## src/rtl/query_port_arbiter_pkg.sv

```systemverilog
// -----------------------------------------------------------------------------
// query_port_arbiter_pkg
// Shared definitions for the read-RAM query port arbiter: pipeline status
// encodings, field widths, the per-requester state type and the in-flight
// tag record {valid, id}.
// -----------------------------------------------------------------------------
package query_port_arbiter_pkg;

  localparam int READ_NUM_WIDTH = 8;
  localparam int QRY_DATA_W     = 8;
  localparam int STATUS_W       = 6;
  localparam int POS_W          = 7;
  // Wide enough for the largest supported requester count (8).
  localparam int TAG_ID_W       = 3;

  typedef enum logic [STATUS_W-1:0] {
    BUBBLE  = 6'b000000,
    F_init  = 6'b000001,
    F_run   = 6'b000010,
    F_break = 6'b000100,
    BCK_INI = 6'b001000,
    BCK_RUN = 6'b010000,
    BCK_END = 6'b100000
  } status_e;

  typedef enum logic {
    REQ_IDLE    = 1'b0,
    REQ_PENDING = 1'b1
  } req_state_e;

  typedef struct packed {
    logic                valid;
    logic [TAG_ID_W-1:0] id;
  } tag_t;

endpackage

```

## src/rtl/query_port_arbiter_rr_grant.sv

```systemverilog
// -----------------------------------------------------------------------------
// query_port_arbiter_rr_grant
// Combinational round-robin picker. Scans the eligible mask starting at the
// pointer and returns the first hit as a one-hot grant plus its index.
// Ports:
//   eligible_i  requesters that may be granted this cycle
//   ptr_i       highest-priority requester index (0..NUM_REQ-1)
//   grant_o     one-hot grant, all zero when nothing is eligible
//   grant_id_o  index of the granted requester (0 when none)
//   any_o       some requester was granted
// -----------------------------------------------------------------------------
module query_port_arbiter_rr_grant #(
  parameter int NUM_REQ = 4,
  parameter int ID_W    = 2
) (
  input  logic [NUM_REQ-1:0] eligible_i,
  input  logic [ID_W-1:0]    ptr_i,
  output logic [NUM_REQ-1:0] grant_o,
  output logic [ID_W-1:0]    grant_id_o,
  output logic               any_o
);

  int idx;

  always_comb begin
    grant_o    = '0;
    grant_id_o = '0;
    any_o      = 1'b0;
    idx        = 0;
    for (int k = 0; k < NUM_REQ; k++) begin
      // Wrap ptr+k back into range without a modulo operator.
      idx = int'(ptr_i) + k;
      if (idx >= NUM_REQ) idx = idx - NUM_REQ;
      if (!any_o && eligible_i[idx]) begin
        any_o        = 1'b1;
        grant_o[idx] = 1'b1;
        grant_id_o   = ID_W'(idx);
      end
    end
  end

endmodule

```

## src/rtl/query_port_arbiter.sv

```systemverilog
// -----------------------------------------------------------------------------
// query_port_arbiter
// Shares the single read-RAM query port between NUM_REQ requesters. Grants
// round-robin, registers the winning fields onto the ram_* outputs, tracks the
// query in a tag shift register aligned to the RAM latency and steers the
// returned base code back to the requester that issued it.
//
// Handshake: a requester raises req_valid with its fields stable; req_ready is
// a same-cycle combinational accept (only when stall is low), and on that edge
// the query is issued. A requester owns at most one query in flight; the
// response is a one-cycle rsp_valid strobe that cannot be back-pressured.
//
// Ports:
//   clk, reset (async, active high), stall (freezes every register)
//   req_valid/req_ready, req_status/req_position/req_read_num (flattened)
//   ram_status/ram_position/ram_read_num -> RAM, ram_query_data <- RAM
//   rsp_valid (one-hot), rsp_id, rsp_data, busy (any query in flight)
// Optional: define QUERY_ARB_PERF_EN to add perf_accept_cnt (NUM_REQ*32) and
//   perf_conflict_cnt (32), saturating counters cleared by reset.
// -----------------------------------------------------------------------------
module query_port_arbiter #(
  parameter int NUM_REQ        = 4,
  parameter int ID_W           = 2,
  parameter int READ_NUM_WIDTH = 8,
  parameter int RAM_LAT        = 4
) (
  input  logic                               clk,
  input  logic                               reset,
  input  logic                               stall,
  input  logic [NUM_REQ-1:0]                 req_valid,
  output logic [NUM_REQ-1:0]                 req_ready,
  input  logic [NUM_REQ*6-1:0]               req_status,
  input  logic [NUM_REQ*7-1:0]               req_position,
  input  logic [NUM_REQ*READ_NUM_WIDTH-1:0]  req_read_num,
  output logic [5:0]                         ram_status,
  output logic [6:0]                         ram_position,
  output logic [READ_NUM_WIDTH-1:0]          ram_read_num,
  input  logic [7:0]                         ram_query_data,
  output logic [NUM_REQ-1:0]                 rsp_valid,
  output logic [ID_W-1:0]                    rsp_id,
  output logic [7:0]                         rsp_data,
  output logic                               busy
`ifdef QUERY_ARB_PERF_EN
  ,
  output logic [NUM_REQ*32-1:0]              perf_accept_cnt,
  output logic [31:0]                        perf_conflict_cnt
`endif
);

  import query_port_arbiter_pkg::*;

  // One extra stage: the RAM needs RAM_LAT cycles after ram_* is registered.
  localparam int TAG_STAGES = RAM_LAT + 1;

  req_state_e                state_q [NUM_REQ];
  req_state_e                state_d [NUM_REQ];
  tag_t                      tag_q   [TAG_STAGES];
  tag_t                      tag_in;
  tag_t                      tag_last;
  logic [ID_W-1:0]           ptr_q, ptr_d;
  status_e                   ram_status_q, ram_status_d;
  logic [6:0]                ram_position_q, ram_position_d;
  logic [READ_NUM_WIDTH-1:0] ram_read_num_q, ram_read_num_d;
  logic [NUM_REQ-1:0]        rsp_valid_q, rsp_valid_d;
  logic [ID_W-1:0]           rsp_id_q, rsp_id_d;
  logic [7:0]                rsp_data_q, rsp_data_d;

  logic [NUM_REQ-1:0]        eligible;
  logic [NUM_REQ-1:0]        grant;
  logic [ID_W-1:0]           grant_id;
  logic                      grant_any;
  logic                      accept;
  logic                      rsp_fire;

  always_comb begin
    eligible = '0;
    for (int i = 0; i < NUM_REQ; i++) begin
      eligible[i] = req_valid[i] && (state_q[i] == REQ_IDLE);
    end
  end

  query_port_arbiter_rr_grant #(
    .NUM_REQ (NUM_REQ),
    .ID_W    (ID_W)
  ) u_rr_grant (
    .eligible_i (eligible),
    .ptr_i      (ptr_q),
    .grant_o    (grant),
    .grant_id_o (grant_id),
    .any_o      (grant_any)
  );

  // req_ready is combinational, so it is also forced low while reset is held.
  assign accept    = grant_any && !stall && !reset;
  assign req_ready = accept ? grant : '0;
  assign tag_last  = tag_q[TAG_STAGES-1];
  assign rsp_fire  = tag_last.valid && !stall;

  // Per-requester IDLE/PENDING state.
  always_comb begin
    for (int i = 0; i < NUM_REQ; i++) begin
      state_d[i] = state_q[i];
      case (state_q[i])
        REQ_IDLE:    if (accept && grant[i]) state_d[i] = REQ_PENDING;
        REQ_PENDING: if (rsp_fire && (int'(tag_last.id) == i)) state_d[i] = REQ_IDLE;
        default:     state_d[i] = REQ_IDLE;
      endcase
    end
  end

  always_comb begin
    busy = 1'b0;
    for (int i = 0; i < NUM_REQ; i++) begin
      busy = busy | (state_q[i] == REQ_PENDING);
    end
  end

  // Issue and response datapath.
  always_comb begin
    tag_in         = '0;
    tag_in.valid   = accept;
    tag_in.id      = TAG_ID_W'(grant_id);
    ptr_d          = ptr_q;
    ram_status_d   = BUBBLE;
    ram_position_d = ram_position_q;
    ram_read_num_d = ram_read_num_q;
    if (accept) begin
      ptr_d          = (int'(grant_id) == NUM_REQ - 1) ? '0 : grant_id + 1'b1;
      ram_status_d   = status_e'(req_status[int'(grant_id)*6 +: 6]);
      ram_position_d = req_position[int'(grant_id)*7 +: 7];
      ram_read_num_d = req_read_num[int'(grant_id)*READ_NUM_WIDTH +: READ_NUM_WIDTH];
    end
    rsp_id_d   = rsp_id_q;
    rsp_data_d = rsp_data_q;
    for (int i = 0; i < NUM_REQ; i++) begin
      rsp_valid_d[i] = rsp_fire && (int'(tag_last.id) == i);
    end
    if (rsp_fire) begin
      rsp_id_d   = tag_last.id[ID_W-1:0];
      rsp_data_d = ram_query_data;
    end
  end

  always_ff @(posedge clk or posedge reset) begin
    if (reset) begin
      for (int i = 0; i < NUM_REQ; i++) state_q[i] <= REQ_IDLE;
      for (int s = 0; s < TAG_STAGES; s++) tag_q[s] <= '0;
      ptr_q          <= '0;
      ram_status_q   <= BUBBLE;
      ram_position_q <= '0;
      ram_read_num_q <= '0;
      rsp_valid_q    <= '0;
      rsp_id_q       <= '0;
      rsp_data_q     <= 8'hFF;
    end else if (!stall) begin
      for (int i = 0; i < NUM_REQ; i++) state_q[i] <= state_d[i];
      tag_q[0] <= tag_in;
      for (int s = 1; s < TAG_STAGES; s++) tag_q[s] <= tag_q[s-1];
      ptr_q          <= ptr_d;
      ram_status_q   <= ram_status_d;
      ram_position_q <= ram_position_d;
      ram_read_num_q <= ram_read_num_d;
      rsp_valid_q    <= rsp_valid_d;
      rsp_id_q       <= rsp_id_d;
      rsp_data_q     <= rsp_data_d;
    end
  end

  assign ram_status   = ram_status_q;
  assign ram_position = ram_position_q;
  assign ram_read_num = ram_read_num_q;
  assign rsp_valid    = rsp_valid_q;
  assign rsp_id       = rsp_id_q;
  assign rsp_data     = rsp_data_q;

`ifdef QUERY_ARB_PERF_EN
  logic [31:0] accept_cnt_q [NUM_REQ];
  logic [31:0] conflict_cnt_q;

  always_ff @(posedge clk or posedge reset) begin
    if (reset) begin
      for (int i = 0; i < NUM_REQ; i++) accept_cnt_q[i] <= '0;
      conflict_cnt_q <= '0;
    end else if (!stall) begin
      for (int i = 0; i < NUM_REQ; i++) begin
        if (accept && grant[i] && (accept_cnt_q[i] != '1)) accept_cnt_q[i] <= accept_cnt_q[i] + 1'b1;
      end
      if (($countones(eligible) >= 2) && (conflict_cnt_q != '1)) conflict_cnt_q <= conflict_cnt_q + 1'b1;
    end
  end

  always_comb begin
    perf_accept_cnt = '0;
    for (int i = 0; i < NUM_REQ; i++) perf_accept_cnt[i*32 +: 32] = accept_cnt_q[i];
  end

  assign perf_conflict_cnt = conflict_cnt_q;
`endif

endmodule

```

## config.mk

```make
export PLATFORM = sky130hd
export DESIGN_NAME = query_port_arbiter
export DESIGN_NICKNAME = d
export VERILOG_FILES = /design/src/rtl/query_port_arbiter_pkg.sv /design/src/rtl/query_port_arbiter_rr_grant.sv /design/src/rtl/query_port_arbiter.sv
export SDC_FILE = /design/constraint.sdc
export NUM_CORES = 1
export LEC_CHECK = 0
export BUFFER_PORTS_ARGS = -buffer_cell sky130_fd_sc_hd__buf_2
export CAP_MARGIN = 0
export CELL_PAD_IN_SITES_DETAIL_PLACEMENT = 1
export CELL_PAD_IN_SITES_GLOBAL_PLACEMENT = 1
export CORE_MARGIN = 2
export CORE_UTILIZATION = 39
export CTS_BUF_LIST = sky130_fd_sc_hd__clkbuf_8
export CTS_CLUSTER_SIZE = 14
export DETAILED_ROUTE_END_ITERATION = 7
export GPL_ROUTABILITY_DRIVEN = 0
export PLACE_DENSITY_LB_ADDON = 0.1
export SKIP_CTS_REPAIR_TIMING = 1
export SLEW_MARGIN = 0
export SYNTH_ARGS = -nofsm -noshare
export SYNTH_HDL_FRONTEND = slang
export SYNTH_HIERARCHICAL = 1
export SYNTH_SLANG_ARGS = --single-unit
export TNS_END_PERCENT = 5
```

## constraint.sdc

```tcl
create_clock -name clk -period 3.3 [get_ports clk]
set_input_delay 0.66 -clock clk [delete_from_list [all_inputs] [get_ports clk]]
set_output_delay 0.66 -clock clk [all_outputs]
set_load 0.03 [all_outputs]
```

# Word-level counts from Yosys, hierarchy flattened
# Index checks and enable logic that the tools add are counted.
# totals
regBits	56
n_memories	0
inputBits	99
latch_bits	0
wordCells	142
out_inout_bits	40
romBits	0
mem_bits_rw	0
# classes
div	0
n_lt_le_gt_ge	12
shift	3
n_addsub	8
n_eq_ne	4
multipliers	2
bitwise	11
n_mux	51
n_reduce_logical	30
# op_table
operator	count
$ge 32x1->1 const B	4
$lt 32x4->1 const B	4
$mux 32	4
$ge 32x4->1 const B	3
$sub 32x4->32 const B	3
$shiftx 32x6->8	1
$shiftx 28x6->7	1
$mux 1	24
$shiftx 24x6->6	1
$logic_and 1x1->1	22
$mux 4	5
$or 4x4->4	3
$mux 2	5
$bmux 1 s2	4
$demux 1 s2	4
$pmux 1 s2	4
$add 2x2->3 const B	2
$mux 6	1
$logic_not 1->1	5
$mul 2x3->5 const B	1
$not 1->1	5
$eq 2x1->1 const B	2
$eq 2x2->1 const B	2
$mul 2x2->4 const B	1
7 further kinds	10

# Longest topological paths before layout
# Gate-level depths: netlist (run 1).
# logic_depth
depth_word	20
depth_mapped	12
depth_no_buf	9

# Cells and area by module
# Netlist (run 1), hierarchy kept.
# modules_own_cells
module	n_inst	cells_each	seq_area_each_um2	area_each_um2
query_port_arbiter	1	167	1411.4	2778.9
query_port_arbiter_rr_grant	1	48	0.0	460.4

# Worst setup path before layout (run 1)
# No wires, ideal clock.
# synth_timing
kind	input port to output port
start	in req_valid[2]
end	out req_ready[1]
path_slack_ns	-0.382
path_buffers	0
path_stages	6
t_arrival_ns	3.022
t_required_ns	2.640
path_cell_list	nor2b_1 -> mux4_1 -> nor4b_4 -> a22oi_1 -> o21ai_0 -> nor4bb_1
# synth_between
word_cells_on_any_way	33
cone_classes	mux (21); bitwise (3); reduce/logical (9)
# synth_lines
item	line_no	rtl
start: declaration	query_port_arbiter.sv:30	input logic [NUM_REQ-1:0] req_valid,
$logic_and 1x1->1 (*)	query_port_arbiter.sv:78	eligible[i] = req_valid[i] && (state_q[i] == REQ_IDLE);
$bmux 1 s2	query_port_arbiter_rr_grant.sv:34	if (!any_o && eligible_i[idx]) begin
$mux 1 (implied by the code) (2 in series)	query_port_arbiter_rr_grant.sv:34	
$mux 1	query_port_arbiter_rr_grant.sv:34	
$logic_not 1->1	query_port_arbiter_rr_grant.sv:34	
$logic_and 1x1->1	query_port_arbiter_rr_grant.sv:34	
$mux 1	query_port_arbiter_rr_grant.sv:34	
$logic_not 1->1	query_port_arbiter_rr_grant.sv:34	
$logic_and 1x1->1	query_port_arbiter_rr_grant.sv:34	
$mux 1	query_port_arbiter_rr_grant.sv:34	
$logic_not 1->1	query_port_arbiter_rr_grant.sv:34	
$logic_and 1x1->1	query_port_arbiter_rr_grant.sv:34	
$mux 4 (*)	query_port_arbiter_rr_grant.sv:34	
named net grant[1]	query_port_arbiter.sv:69	logic [NUM_REQ-1:0] grant;
$mux 4 (*)	query_port_arbiter.sv:95	assign req_ready = accept ? grant : '0;
end: declaration	query_port_arbiter.sv:31	output logic [NUM_REQ-1:0] req_ready,
# Mark *: on every way through the listed nets, which the timed path passes. The rest lies on a longest branch. The select of a mux whose other input is x is not followed.

# Worst setup path after layout (run 1)
# layout_timing
start	in req_valid[3]
end	out req_ready[2]
# layout_between
word_cells_on_any_way	33
cone_classes	mux (21); bitwise (3); reduce/logical (9)
# layout_lines
item	line_no	rtl
$logic_and 1x1->1 (*)	query_port_arbiter.sv:78	
named net eligible[3]	query_port_arbiter.sv:68	logic [NUM_REQ-1:0] eligible;
$bmux 1 s2	query_port_arbiter_rr_grant.sv:34	
$mux 1 (implied by the code) (2 in series)	query_port_arbiter_rr_grant.sv:34	
$mux 1	query_port_arbiter_rr_grant.sv:34	
$logic_not 1->1	query_port_arbiter_rr_grant.sv:34	
$logic_and 1x1->1	query_port_arbiter_rr_grant.sv:34	
$mux 1	query_port_arbiter_rr_grant.sv:34	
$logic_not 1->1	query_port_arbiter_rr_grant.sv:34	
$logic_and 1x1->1	query_port_arbiter_rr_grant.sv:34	
$mux 1	query_port_arbiter_rr_grant.sv:34	
$logic_not 1->1	query_port_arbiter_rr_grant.sv:34	
$logic_and 1x1->1	query_port_arbiter_rr_grant.sv:34	
$mux 4 (*)	query_port_arbiter_rr_grant.sv:34	
named net grant[2]	query_port_arbiter.sv:69	
$mux 4 (*)	query_port_arbiter.sv:95	
# Marked as above.

==> Flow_metrics.wiki, run 1 <==
{| class="wikitable"
! Metric !! Value
|-
| Final HPWL DP || 6150 µm
|-
| Number of sinks driven by the clock tree || 56
|-
| Total leakage power || 0.00208 µW
|-
| Total of max-cap violations || 0
|-
| Clk slew on worst S/H paths || 90 ps
|-
| Average detailed-routed wire length per instance || 16.6 µm
|-
| Buffers plus inverters on the worst setup path || 4
|-
| Hold violation total from the final report || 0
|-
| Number of enable flip-flop cells after synthesis || 0
|-
| Sort of element at the start of the critical path || primary input
|-
| Root Buffer Master || sky130_fd_sc_hd__clkbuf_8
|-
| Share of synthesized cell area in full adder, half adder and majority cells || 0.0348
|-
| Sort of element at the end of the critical path || output pin
|-
| Detail-routed via count per cell || 5.20
|-
| CTS max path bufs || 2
|-
| Category of the critical setup timing path || in -> out
|-
| Overflow after GRT || 0
|-
| DR vias || 2,465
|-
| Skew-Pair Late Insertion Delay || 300 ps
|-
| Post-Route Hold Slack || 492 ps
|-
| Critical Path RT || 2640 ps
|-
| Critical path's most frequent cell || sky130_fd_sc_hd__buf_4
|-
| Worst slew slack as a fraction of its limit || 0.393
|-
| Slowest library cell on the worst path || sky130_fd_sc_hd__mux4_2
|-
| Drt drc || 0
|-
| Post-synthesis net count || 323
|-
| Total inserted antenna cells || 0
|-
| Post-synthesis cell area || 3240 µm²
|-
| Number of fill cells in the layout || 863
|-
| Total I/O pin count || 139
|-
| Unrepaired setup endpoints after global routing || true
|-
| Max Slew Vio Count || 0
|-
| Number of standard cells in the layout, taps in and fillers out || 474
|-
| Number of core rows || 33
|-
| ANT nets after route || 0
|-
| Number of cells after detailed placement || 464
|-
| Starting Density || 0.398
|-
| Global-route wire length before repair || 12,400 µm
|-
| Clock Skews || 5.94 ps
|-
| Fraction of synthesized cell area in xor and xnor cells || 0
|-
| CTS tree || done
|-
| Number of detailed-route iterations in the first pass || 4
|-
| Most used flip-flop cell after synthesis || sky130_fd_sc_hd__dfrtp_1
|-
| Share of layout cells above drive strength 1 || 0.680
|-
| Final setup vio count || 0
|-
| Main combinational cell family by area after synthesis || multiplexers
|-
| Final period util || 0.979
|-
| Vias in the first global route || 2,541
|-
| Most common library cell in the layout ignoring fill and taps || sky130_fd_sc_hd__buf_2
|-
| Sum of negative setup slack || 0 ps
|-
| Height of the die || 95.1 µm
|-
| Number of I/O port buffers || 138
|-
| H-tree levels || 2
|-
| Core area || 8130 µm²
|-
| Initial antenna violation count || 0
|-
| Post-synthesis async set-or-reset flop share || 1.00
|-
| Multi-input combinational cell area || 1750 µm²
|-
| Post-synthesis compound-gate area fraction || 0.0730
|-
| Power density cells || 1180 nW/µm²
|-
| Cell count after synthesis || 215
|-
| Kind of cell adding the most delay to the critical path || simple AND/OR/NAND/NOR gates
|-
| Simple logic cell fraction of the synthesized area || 0.0614
|-
| Pin count of the biggest net entering global routing || 41
|-
| Multiplexer fraction of the synthesized cell area || 0.350
|-
| Global-route usage over all layers || 0.174
|-
| CP Data Arrival Time || 2570 ps
|-
| Area enclosed by the die boundary || 9050 µm²
|-
| Crit path max fanout || 6
|-
| Initial drt markers || 57
|-
| Worst supply voltage drop on vdd || 845 µV
|-
| Inserted Clock Buffers || 5
|-
| Utilization of the core after routing || 0.531
|-
| Horiz. Die Dim || 95.1 µm
|-
| Proportion of synthesized chip area in sequential cells || 0.436
|-
| Dominant cells by area after synthesis || sky130_fd_sc_hd__dfrtp_1, sky130_fd_sc_hd__mux4_2, sky130_fd_sc_hd__mux2_2
|-
| Total of warnings raised by yosys || 6
|-
| Power after layout || 5100 µW
|-
| Largest area contributor in the synthesized netlist || sky130_fd_sc_hd__dfrtp_1
|-
| P&R area growth vs syn || 33.2%
|-
| CP peak stage delay || 550 ps
|-
| Number of nets in the layout || 476
|-
| Register cell area after layout || 1410 µm²
|-
| Unique masters post-synth || 40
|-
| Average cell area after synthesis || 15.1 µm²
|-
| Most frequent cells in the layout || sky130_fd_sc_hd__buf_2, sky130_fd_sc_hd__dfrtp_1, sky130_fd_sc_hd__mux2_2, sky130_fd_sc_hd__mux4_2, sky130_fd_sc_hd__buf_4
|-
| Achievable frequency || 310 MHz
|-
| Top-area cell type share of the netlist area || 0.371
|-
| Pin slew with the least headroom to its limit || 909 ps
|-
| Number of flip-flops and latches in the synthesized netlist || 56
|-
| Hold crit path type || reg -> reg
|-
| Minimum period implied by the final worst setup slack || 3230 ps
|-
| Crit path cell chain || buf_2, nor2b_2, mux4_2, nor4b_4, buf_4, a22oi_1, o21ai_0, nand4bb_1, inv_1, buf_4
|-
| Outcome || finished, final reports clean
|-
| Total routed wirelength || 7860 µm
|}
## cells in the mapped netlist, types with 4 or more instances
cell,instances
sky130_fd_sc_hd__mux2_2,29
sky130_fd_sc_hd__inv_1,8
sky130_fd_sc_hd__dfrtp_1,48
sky130_fd_sc_hd__dfstp_2,8
sky130_fd_sc_hd__a22oi_1,8
sky130_fd_sc_hd__mux4_1,6
sky130_fd_sc_hd__o21ai_0,7
sky130_fd_sc_hd__ha_1,9
sky130_fd_sc_hd__a22o_1,6
sky130_fd_sc_hd__nor2b_1,5
sky130_fd_sc_hd__mux4_2,19
sky130_fd_sc_hd__mux2_4,12
sky130_fd_sc_hd__buf_2,4
## layout make-up
type / instances / area share
sequential: 56 / 0.327
tap: 105 / 0.0304
inverter: 8 / 0.00696
clock inverter: 3 / 0.00377
timing repair buffer: 160 / 0.211
multi-input combinational: 137 / 0.404
clock buffer: 5 / 0.0159
## worst reg2reg max path: cells and delay by family, from the launching register on
family / cells / cell delay, ps
AND/OR/NAND/NOR: 1 / 290
AO/OA/AOI/OAI: 2 / 240
flip-flops: 1 / 430
multiplexers: 3 / 1210
adder cells (fa/ha/maj): 1 / 230
buffers and inverters: 2 / 390
## state kept, by name, summed over array words and instances (netlist names)
register and count:
tag_q 12, ram_read_num 8, rsp_data 8, ram_position 7, ram_status 6, rsp_valid 4
state_q 4, tag_last 3, ptr_q 2, rsp_id 2
## kinds of logic (layout without fill, tap and decap cells)
family | after synthesis | after routing
multiplexers | 70 | 70
AO/OA/AOI/OAI | 32 | 32
flip-flops | 56 | 56
AND/OR/NAND/NOR | 26 | 26
buffers and inverters | 22 | 176
adder cells (fa/ha/maj) | 9 | 9
## final timing paths
| check | from | depth (start not counted) | to | slack, ps |
|---|---|---|---|---|
| worst max register to register | ptr_q[1]$_DFFE_PP0P_ | 9 | ram_position[3]$_DFFE_PP0P_ | 420 |
| min in group asynchronous | reset | 2 | tag_q[16]$_DFFE_PP0N_ | 600 |
| worst min register to register | tag_q[19]$_DFFE_PP0N_ | 1 | tag_q[19]$_DFFE_PP0N_ | 490 |
| max in group asynchronous | reset | 3 | rsp_data[3]$_DFFE_PP1P_ | 1980 |
| worst min-delay path | tag_q[19]$_DFFE_PP0N_ | 1 | tag_q[19]$_DFFE_PP0N_ | 490 |
| worst max-delay path | req_valid[3] | 10 | req_ready[2] | 70 |
## stage by stage
step | instance area [µm²] | setup WS (ps)
2_1_floorplan | 3260 | -45.2
3_3_place_gp | 4170 | 9.14
3_5_place_dp | 4170 | -66.8
4_1_cts | 4260 | -98.5
5_1_grt | 4320 | -40.6
6_report | 4320 | 70.9
## power breakdown
group | switching, µW | internal, µW | total [µW]
clock network | 221 | 146 | 368
logic | 1640 | 1840 | 3480
registers | 200 | 1050 | 1250
total | 2060 | 3040 | 5100
## metal layers
layer	track usage	wire, µm
met4	0.0302	108
met3	0.0379	421
met1	0.226	3130
met2	0.304	4200
met5	0	0
Note: power is estimated with default switching activity, not from simulation.
==> inputs of run 2 (changes only) <==
Settings changed: REMOVE_ABC_BUFFERS from default to 1.
==> Flow_metrics.wiki, run 2 (synthesized netlist as in run 1, its figures left out) <==
{| class="wikitable"
! Metric !! Value
|-
| H-tree levels || 2 (unchanged)
|-
| Number of sinks driven by the clock tree || 56 (unchanged)
|-
| Global-route wire length before repair || 12,300 µm (was 12,400 µm)
|-
| Setup slack of the critical path after layout || 70.7 ps (was 70.9 ps)
|-
| Critical Path RT || 2640 ps (about the same)
|-
| Utilization of the core after routing || 0.525 (was 0.531)
|-
| Worst R2R Start || ptr_q[0]$_DFFE_PP0P_ (was ptr_q[1]$_DFFE_PP0P_)
|-
| Placement Setup Slack || -93.2 ps (was -66.8 ps)
|-
| Outcome || finished, final reports clean (unchanged)
|-
| Portion of total power attributed to the clock network || 0.078 (was 0.072)
|-
| Sort of element at the start of the critical path || primary input (unchanged)
|-
| Number of core rows || 33 (unchanged)
|-
| Total leakage power || 0.00207 µW (was 0.00208 µW)
|-
| Average detailed-routed wire length per instance || 16.6 µm (about the same)
|-
| Flip-flop count of the largest register after layout || 12 (unchanged)
|-
| Share of total power consumed by net switching || 0.409 (was 0.404)
|-
| Cell depth of the worst flop-to-flop path || 9 (unchanged)
|-
| Part of the power in combinational logic || 0.675 (was 0.683)
|-
| Sort of element at the end of the critical path || output pin (unchanged)
|-
| Final HPWL DP || 6070 µm (was 6150 µm)
|-
| Most frequent cells in the layout || sky130_fd_sc_hd__buf_2, sky130_fd_sc_hd__dfrtp_1, sky130_fd_sc_hd__mux2_2, sky130_fd_sc_hd__mux4_2, sky130_fd_sc_hd__buf_4 (unchanged)
|-
| Height of the die || 95.1 µm (unchanged)
|-
| Sum of negative setup slack || 0 ps (unchanged)
|-
| P_int || 2980 µW (was 3040 µW)
|-
| Horiz. Die Dim || 95.1 µm (unchanged)
|-
| Power density cells || 1180 nW/µm² (about the same)
|-
| Inserted Clock Buffers || 5 (unchanged)
|-
| Pin count of the biggest net entering global routing || 50 (was 41)
|-
| Most common library cell in the layout ignoring fill and taps || sky130_fd_sc_hd__buf_2 (unchanged)
|-
| Number of standard cells in the layout, taps in and fillers out || 470 (was 474)
|-
| Pin slew with the least headroom to its limit || 972 ps (was 909 ps)
|-
| Worst Setup SP || req_valid[3] (unchanged)
|-
| Unrepaired setup endpoints after global routing || true (unchanged)
|-
| ANT nets after route || 0 (unchanged)
|-
| Number of I/O port buffers || 138 (unchanged)
|-
| Achievable frequency || 310 MHz (about the same)
|-
| Detail-routed via count per cell || 5.23 (was 5.20)
|-
| Initial antenna violation count || 0 (unchanged)
|-
| DR vias || 2,457 (was 2,465)
|-
| CTS tree || done (unchanged)
|-
| Category of the critical setup timing path || in -> out (unchanged)
|-
| Total I/O pin count || 139 (unchanged)
|-
| CTS max path bufs || 2 (unchanged)
|-
| Number of nets in the layout || 472 (was 476)
|-
| P&R area growth vs syn || 31.9% (was 33.2%)
|-
| Minimum period implied by the final worst setup slack || 3230 ps (about the same)
|-
| Final period util || 0.979 (about the same)
|-
| Clock Skews || 5.54 ps (was 5.94 ps)
|-
| Number of cells after detailed placement || 462 (was 464)
|-
| Total routed wirelength || 7810 µm (was 7860 µm)
|-
| Share of layout cells above drive strength 1 || 0.663 (was 0.680)
|-
| Area enclosed by the die boundary || 9050 µm² (unchanged)
|-
| Number of stages on the worst hold path || 1 (unchanged)
|-
| Share of total power in sequential cells || 0.247 (was 0.245)
|-
| Number of detailed-route iterations in the first pass || 4 (unchanged)
|-
| Worst slew slack as a fraction of its limit || 0.351 (was 0.393)
|-
| Vias in the first global route || 2,528 (was 2,541)
|-
| Clk slew on worst S/H paths || 100 ps (was 90 ps)
|-
| Core area || 8130 µm² (unchanged)
|-
| CP Data Arrival Time || 2570 ps (about the same)
|-
| Skew-Pair Late Insertion Delay || 300 ps (about the same)
|-
| Max Slew Vio Count || 0 (unchanged)
|-
| Post-Route Hold Slack || 489 ps (was 492 ps)
|-
| Global-route usage over all layers || 0.174 (about the same)
|-
| Crit path max fanout || 12 (was 6)
|-
| Net Switching || 2070 µW (was 2060 µW)
|-
| Starting Density || 0.398 (unchanged)
|-
| Overflow after GRT || 0 (unchanged)
|-
| Total inserted antenna cells || 0 (unchanged)
|-
| Worst supply voltage drop on vdd || 770 µV (was 845 µV)
|-
| Hold violation total from the final report || 0 (unchanged)
|-
| Hold crit path type || reg -> reg (unchanged)
|-
| Most flop-heavy register || tag_q (unchanged)
|-
| Root Buffer Master || sky130_fd_sc_hd__clkbuf_8 (unchanged)
|-
| Final setup vio count || 0 (unchanged)
|-
| Drt drc || 0 (unchanged)
|-
| Total of max-cap violations || 0 (unchanged)
|-
| Initial drt markers || 49 (was 57)
|-
| Critical hold path startpoint || tag_q[19]$_DFFE_PP0N_ (unchanged)
|-
| Number of fill cells in the layout || 874 (was 863)
|}
## run 2: changes by cell type in the layout (fill, tap and decap cells not counted), sizes merged
| cell | before | now |
|---|---|---|
| clkinv | 1 | 0 |
| inv | 10 | 9 |
| clkbuf | 5 | 6 |
| buf | 160 | 156 |
| clkinvlp | 0 | 1 |
## run 2: power groups by stage
stage	logic, µW	clock network (µW)	registers [µW]
floorplan	1970	0	1640
global placement	3300	0	1250
detailed placement	3370	0	1260
CTS	3360	415	1250
global route	3700	440	1300
finish	3410	395	1250
## run 2: worst paths after layout
| path | endpoint | slack [ps] |
|---|---|---|
| worst max-delay path | req_ready[2] | 70 |
| worst min-delay path | tag_q[19]$_DFFE_PP0N_ | 490 |
| worst max register to register | ram_position[3]$_DFFE_PP0P_ | 380 |
| worst min register to register | tag_q[19]$_DFFE_PP0N_ | 490 |
| max in group asynchronous | rsp_data[1]$_DFFE_PP1P_ | 1860 |
| min in group asynchronous | rsp_id[1]$_DFFE_PP0P_ | 690 |
## run 2: cell type report
type / count / area (µm²) / area share
Multi-Input combinational cell: 137 / 1740 / 0.406
Sequential cell: 56 / 1410 / 0.330
Timing Repair Buffer: 156 / 863 / 0.202
Tap cell: 105 / 131 / 0.0307
Clock buffer: 6 / 82.6 / 0.0193
Inverter: 8 / 30.0 / 0.00703
Clock inverter: 2 / 18.8 / 0.00439
## run 2: worst max-delay path, cell delays in order
cell	delay, ps
sky130_fd_sc_hd__buf_2	100
sky130_fd_sc_hd__nor2b_1	170
sky130_fd_sc_hd__mux4_2	540
sky130_fd_sc_hd__buf_4	210
sky130_fd_sc_hd__nor3_1	260
sky130_fd_sc_hd__nand2b_1	210
sky130_fd_sc_hd__nand4bb_1	180
sky130_fd_sc_hd__inv_1	70
sky130_fd_sc_hd__buf_2	180
## run 2: per-layer routing
metal  track usage  wire length (µm)
met1         0.232              3330
met2         0.294              3820
met3        0.0443               619
met4        0.0254                34
met5             0                 0
## run 2: per-stage QoR
stage	total power [µW]	cell area, µm²
5_1_grt	5440	4270
3_5_place_dp	4630	4130
4_1_cts	5030	4230
6_report	5050	4270
2_1_floorplan	3620	3120
3_3_place_gp	4550	4130
==> inputs of run 3 (changes only) <==
Settings changed: CORE_UTILIZATION 39 to 38, CTS_BUF_LIST sky130_fd_sc_hd__clkbuf_8 to default.
==> Flow_metrics.wiki, run 3 (synthesized netlist as in run 1, its figures left out) <==
{| class="wikitable"
! Metric !! Value
|-
| Unrepaired setup endpoints after global routing || true (unchanged)
|-
| Height of the die || 96.3 µm (was 95.1 µm)
|-
| Number of fill cells in the layout || 895 (was 874)
|-
| Total routed wirelength || 7720 µm (was 7810 µm)
|-
| Flip-flop count of the largest register after layout || 12 (unchanged)
|-
| Failing checks || negative setup slack
|-
| Setup slack of the critical path after layout || -18.4 ps (was 70.7 ps)
|-
| ANT nets after route || 0 (unchanged)
|-
| Final period util || 1.01 (was 0.979)
|-
| Crit path cell chain || buf_4, mux4_2, nor4b_4, buf_4, a22oi_1, o21ai_0, nand4bb_1, inv_1, clkbuf_4 (was buf_2, nor2b_1, mux4_2, buf_4, nor3_1, nand2b_1, nand4bb_1, inv_1, buf_2)
|-
| P&R area growth vs syn || 32.6% (was 31.9%)
|-
| CTS tree || done (unchanged)
|-
| Most common library cell in the layout ignoring fill and taps || sky130_fd_sc_hd__buf_2 (unchanged)
|-
| Clock Skews || 11.2 ps (was 5.54 ps)
|-
| Sort of element at the end of the critical path || output pin (unchanged)
|-
| Number of I/O port buffers || 138 (unchanged)
|-
| Portion of total power attributed to the clock network || 0.075 (was 0.078)
|-
| Total I/O pin count || 139 (unchanged)
|-
| Crit path max fanout || 6 (was 12)
|-
| CTS max path bufs || 2 (unchanged)
|-
| Total inserted antenna cells || 0 (unchanged)
|-
| Share of layout cells above drive strength 1 || 0.687 (was 0.663)
|-
| Most flop-heavy register || tag_q (unchanged)
|-
| Root Buffer Master || sky130_fd_sc_hd__clkbuf_8 (unchanged)
|-
| Pin count of the biggest net entering global routing || 44 (was 50)
|-
| Most frequent cells in the layout || sky130_fd_sc_hd__buf_2, sky130_fd_sc_hd__dfrtp_1, sky130_fd_sc_hd__mux2_2, sky130_fd_sc_hd__buf_4, sky130_fd_sc_hd__mux4_2 (was sky130_fd_sc_hd__buf_2, sky130_fd_sc_hd__dfrtp_1, sky130_fd_sc_hd__mux2_2, sky130_fd_sc_hd__mux4_2, sky130_fd_sc_hd__buf_4)
|-
| Pin slew with the least headroom to its limit || 1230 ps (was 972 ps)
|-
| Number of core rows || 33 (unchanged)
|-
| Share of total power in sequential cells || 0.251 (was 0.247)
|-
| Power density cells || 1180 nW/µm² (about the same)
|-
| Buffers plus inverters on the worst setup path || 4 (unchanged)
|-
| Core area || 8260 µm² (was 8130 µm²)
|-
| P_int || 2990 µW (was 2980 µW)
|-
| CP Data Arrival Time || 2660 ps (was 2570 ps)
|-
| Hold violation total from the final report || 0 (unchanged)
|-
| DR vias || 2,462 (was 2,457)
|-
| Slowest library cell on the worst path || sky130_fd_sc_hd__mux4_2 (unchanged)
|-
| Inserted Clock Buffers || 5 (unchanged)
|-
| Final HPWL DP || 5930 µm (was 6070 µm)
|-
| Total of max-cap violations || 0 (unchanged)
|-
| CP peak stage delay || 580 ps (was 540 ps)
|-
| Final setup vio count || 2 (was 0)
|-
| Outcome || finished with violations (was finished, final reports clean)
|-
| Skew-Pair Late Insertion Delay || 310 ps (was 300 ps)
|-
| Minimum period implied by the final worst setup slack || 3320 ps (was 3230 ps)
|-
| Global-route wire length before repair || 12,400 µm (was 12,300 µm)
|-
| Share of total power consumed by net switching || 0.412 (was 0.409)
|-
| Max Slew Vio Count || 0 (unchanged)
|-
| Achievable frequency || 301 MHz (was 310 MHz)
|-
| H-tree levels || 2 (unchanged)
|-
| Worst supply voltage drop on vdd || 479 µV (was 770 µV)
|-
| Number of detailed-route iterations in the first pass || 4 (unchanged)
|-
| Critical path's most frequent cell || sky130_fd_sc_hd__buf_4 (was sky130_fd_sc_hd__buf_2)
|-
| Horiz. Die Dim || 96.3 µm (was 95.1 µm)
|-
| Utilization of the core after routing || 0.520 (was 0.525)
|-
| Hold crit path type || in -> async (was reg -> reg)
|-
| Vias in the first global route || 2,564 (was 2,528)
|-
| Category of the critical setup timing path || reg -> out (was in -> out)
|-
| Kind of cell adding the most delay to the critical path || buffers and inverters (was simple AND/OR/NAND/NOR gates)
|-
| Initial antenna violation count || 0 (unchanged)
|-
| Net Switching || 2090 µW (was 2070 µW)
|-
| Average detailed-routed wire length per instance || 16.2 µm (was 16.6 µm)
|-
| Clk slew on worst S/H paths || 100 ps (about the same)
|-
| Area enclosed by the die boundary || 9280 µm² (was 9050 µm²)
|-
| Sort of element at the start of the critical path || register (was primary input)
|-
| Detail-routed via count per cell || 5.17 (was 5.23)
|-
| Total leakage power || 0.00207 µW (about the same)
|-
| Initial drt markers || 49 (unchanged)
|-
| Worst slew slack as a fraction of its limit || 0.176 (was 0.351)
|-
| Starting Density || 0.392 (was 0.398)
|-
| Drt drc || 0 (unchanged)
|-
| Sum of negative setup slack || -19.7 ps (was 0 ps)
|-
| Critical Path RT || 2640 ps (about the same)
|-
| Number of sinks driven by the clock tree || 56 (unchanged)
|-
| Overflow after GRT || 0 (unchanged)
|-
| Global-route usage over all layers || 0.172 (was 0.174)
|-
| Part of the power in combinational logic || 0.673 (was 0.675)
|-
| Number of nets in the layout || 478 (was 472)
|}
[run 3: cell count changes in the layout (fill, tap and decap cells not counted), moves of 2 or more]
| cell | delta |
|---|---|
| sky130_fd_sc_hd__nor4bb_4 | -2 |
| sky130_fd_sc_hd__buf_2 | -2 |
| sky130_fd_sc_hd__buf_4 | +8 |
| sky130_fd_sc_hd__clkbuf_4 | +2 |
| sky130_fd_sc_hd__buf_6 | -2 |
| sky130_fd_sc_hd__nor2b_2 | +3 |
| sky130_fd_sc_hd__nor2b_1 | -4 |
| sky130_fd_sc_hd__dfrtp_1 | -2 |
| sky130_fd_sc_hd__dfrtp_2 | +2 |
| sky130_fd_sc_hd__nor4bb_2 | +2 |
[run 3: layout make-up]
class | count | area (µm²) | share of cell area
clock buffer | 5 | 68.8 | 0.0160
tap | 105 | 131 | 0.0306
timing repair buffer | 162 | 906 | 0.211
clock inverter | 3 | 26.3 | 0.00612
inverter | 8 | 30.0 | 0.00699
sequential | 56 | 1410 | 0.329
multi-input combinational | 137 | 1720 | 0.400
[run 3: metal layers]
metal  routed length, µm  part of all wire  vias to the layer above  global-route usage
met5                   0                 0                        -                   0
met4                  81             0.010                        0              0.0387
met3                 537             0.070                        9              0.0415
met2                3740              0.48                      102               0.284
met1                3360              0.43                     1203               0.231
li1                    -                 -                     1148                   -
[run 3: per-stage QoR]
stage / cells / instance area (µm²) / hold WS, ps / setup slack [ps] / power (µW)
6_report: 476 / 4290 / 361 / -18.4 / 5080
3_5_place_dp: 464 / 4140 / 469 / -223 / 4680
4_1_cts: 472 / 4240 / 353 / -283 / 5090
3_3_place_gp: 464 / 4140 / 460 / -88.4 / 4610
5_1_grt: 476 / 4290 / 374 / -161 / 5470
2_1_floorplan: 201 / 3120 / 450 / -2190 / 3620
[run 3: worst reg2reg max path: cells and delay by family (launching register included)]
kind	cells	cell delay, ps
fa+ha+maj	1	340
buf+inv	2	210
flops	1	430
mux	2	750
simple gates	3	1250
[run 3: power by group through the flow]
stage / registers (µW) / clock network (µW) / logic [µW]
5_1_grt: 1320 / 431 / 3720
4_1_cts: 1280 / 405 / 3410
3_3_place_gp: 1270 / 0 / 3340
3_5_place_dp: 1280 / 0 / 3400
6_report: 1280 / 382 / 3420
2_1_floorplan: 1640 / 0 / 1970
[run 3: worst paths after layout]
| path | from | end | slack (ps) | cells after the start |
|---|---|---|---|---|
| worst min-delay path | reset | ptr_q[1]$_DFFE_PP0P_ | 360 | 2 |
| worst max-delay path | ptr_q[0]$_DFFE_PP0P_ | req_ready[2] | -20 | 9 |
| min in group clk | tag_q[19]$_DFFE_PP0N_ | tag_q[19]$_DFFE_PP0N_ | 490 | 1 |
| worst min register to register | tag_q[19]$_DFFE_PP0N_ | tag_q[19]$_DFFE_PP0N_ | 490 | 1 |
| max in group asynchronous | reset | rsp_data[6]$_DFFE_PP1P_ | 2110 | 3 |
| worst max register to register | ptr_q[0]$_DFFE_PP0P_ | ram_position[5]$_DFFE_PP0P_ | 220 | 8 |
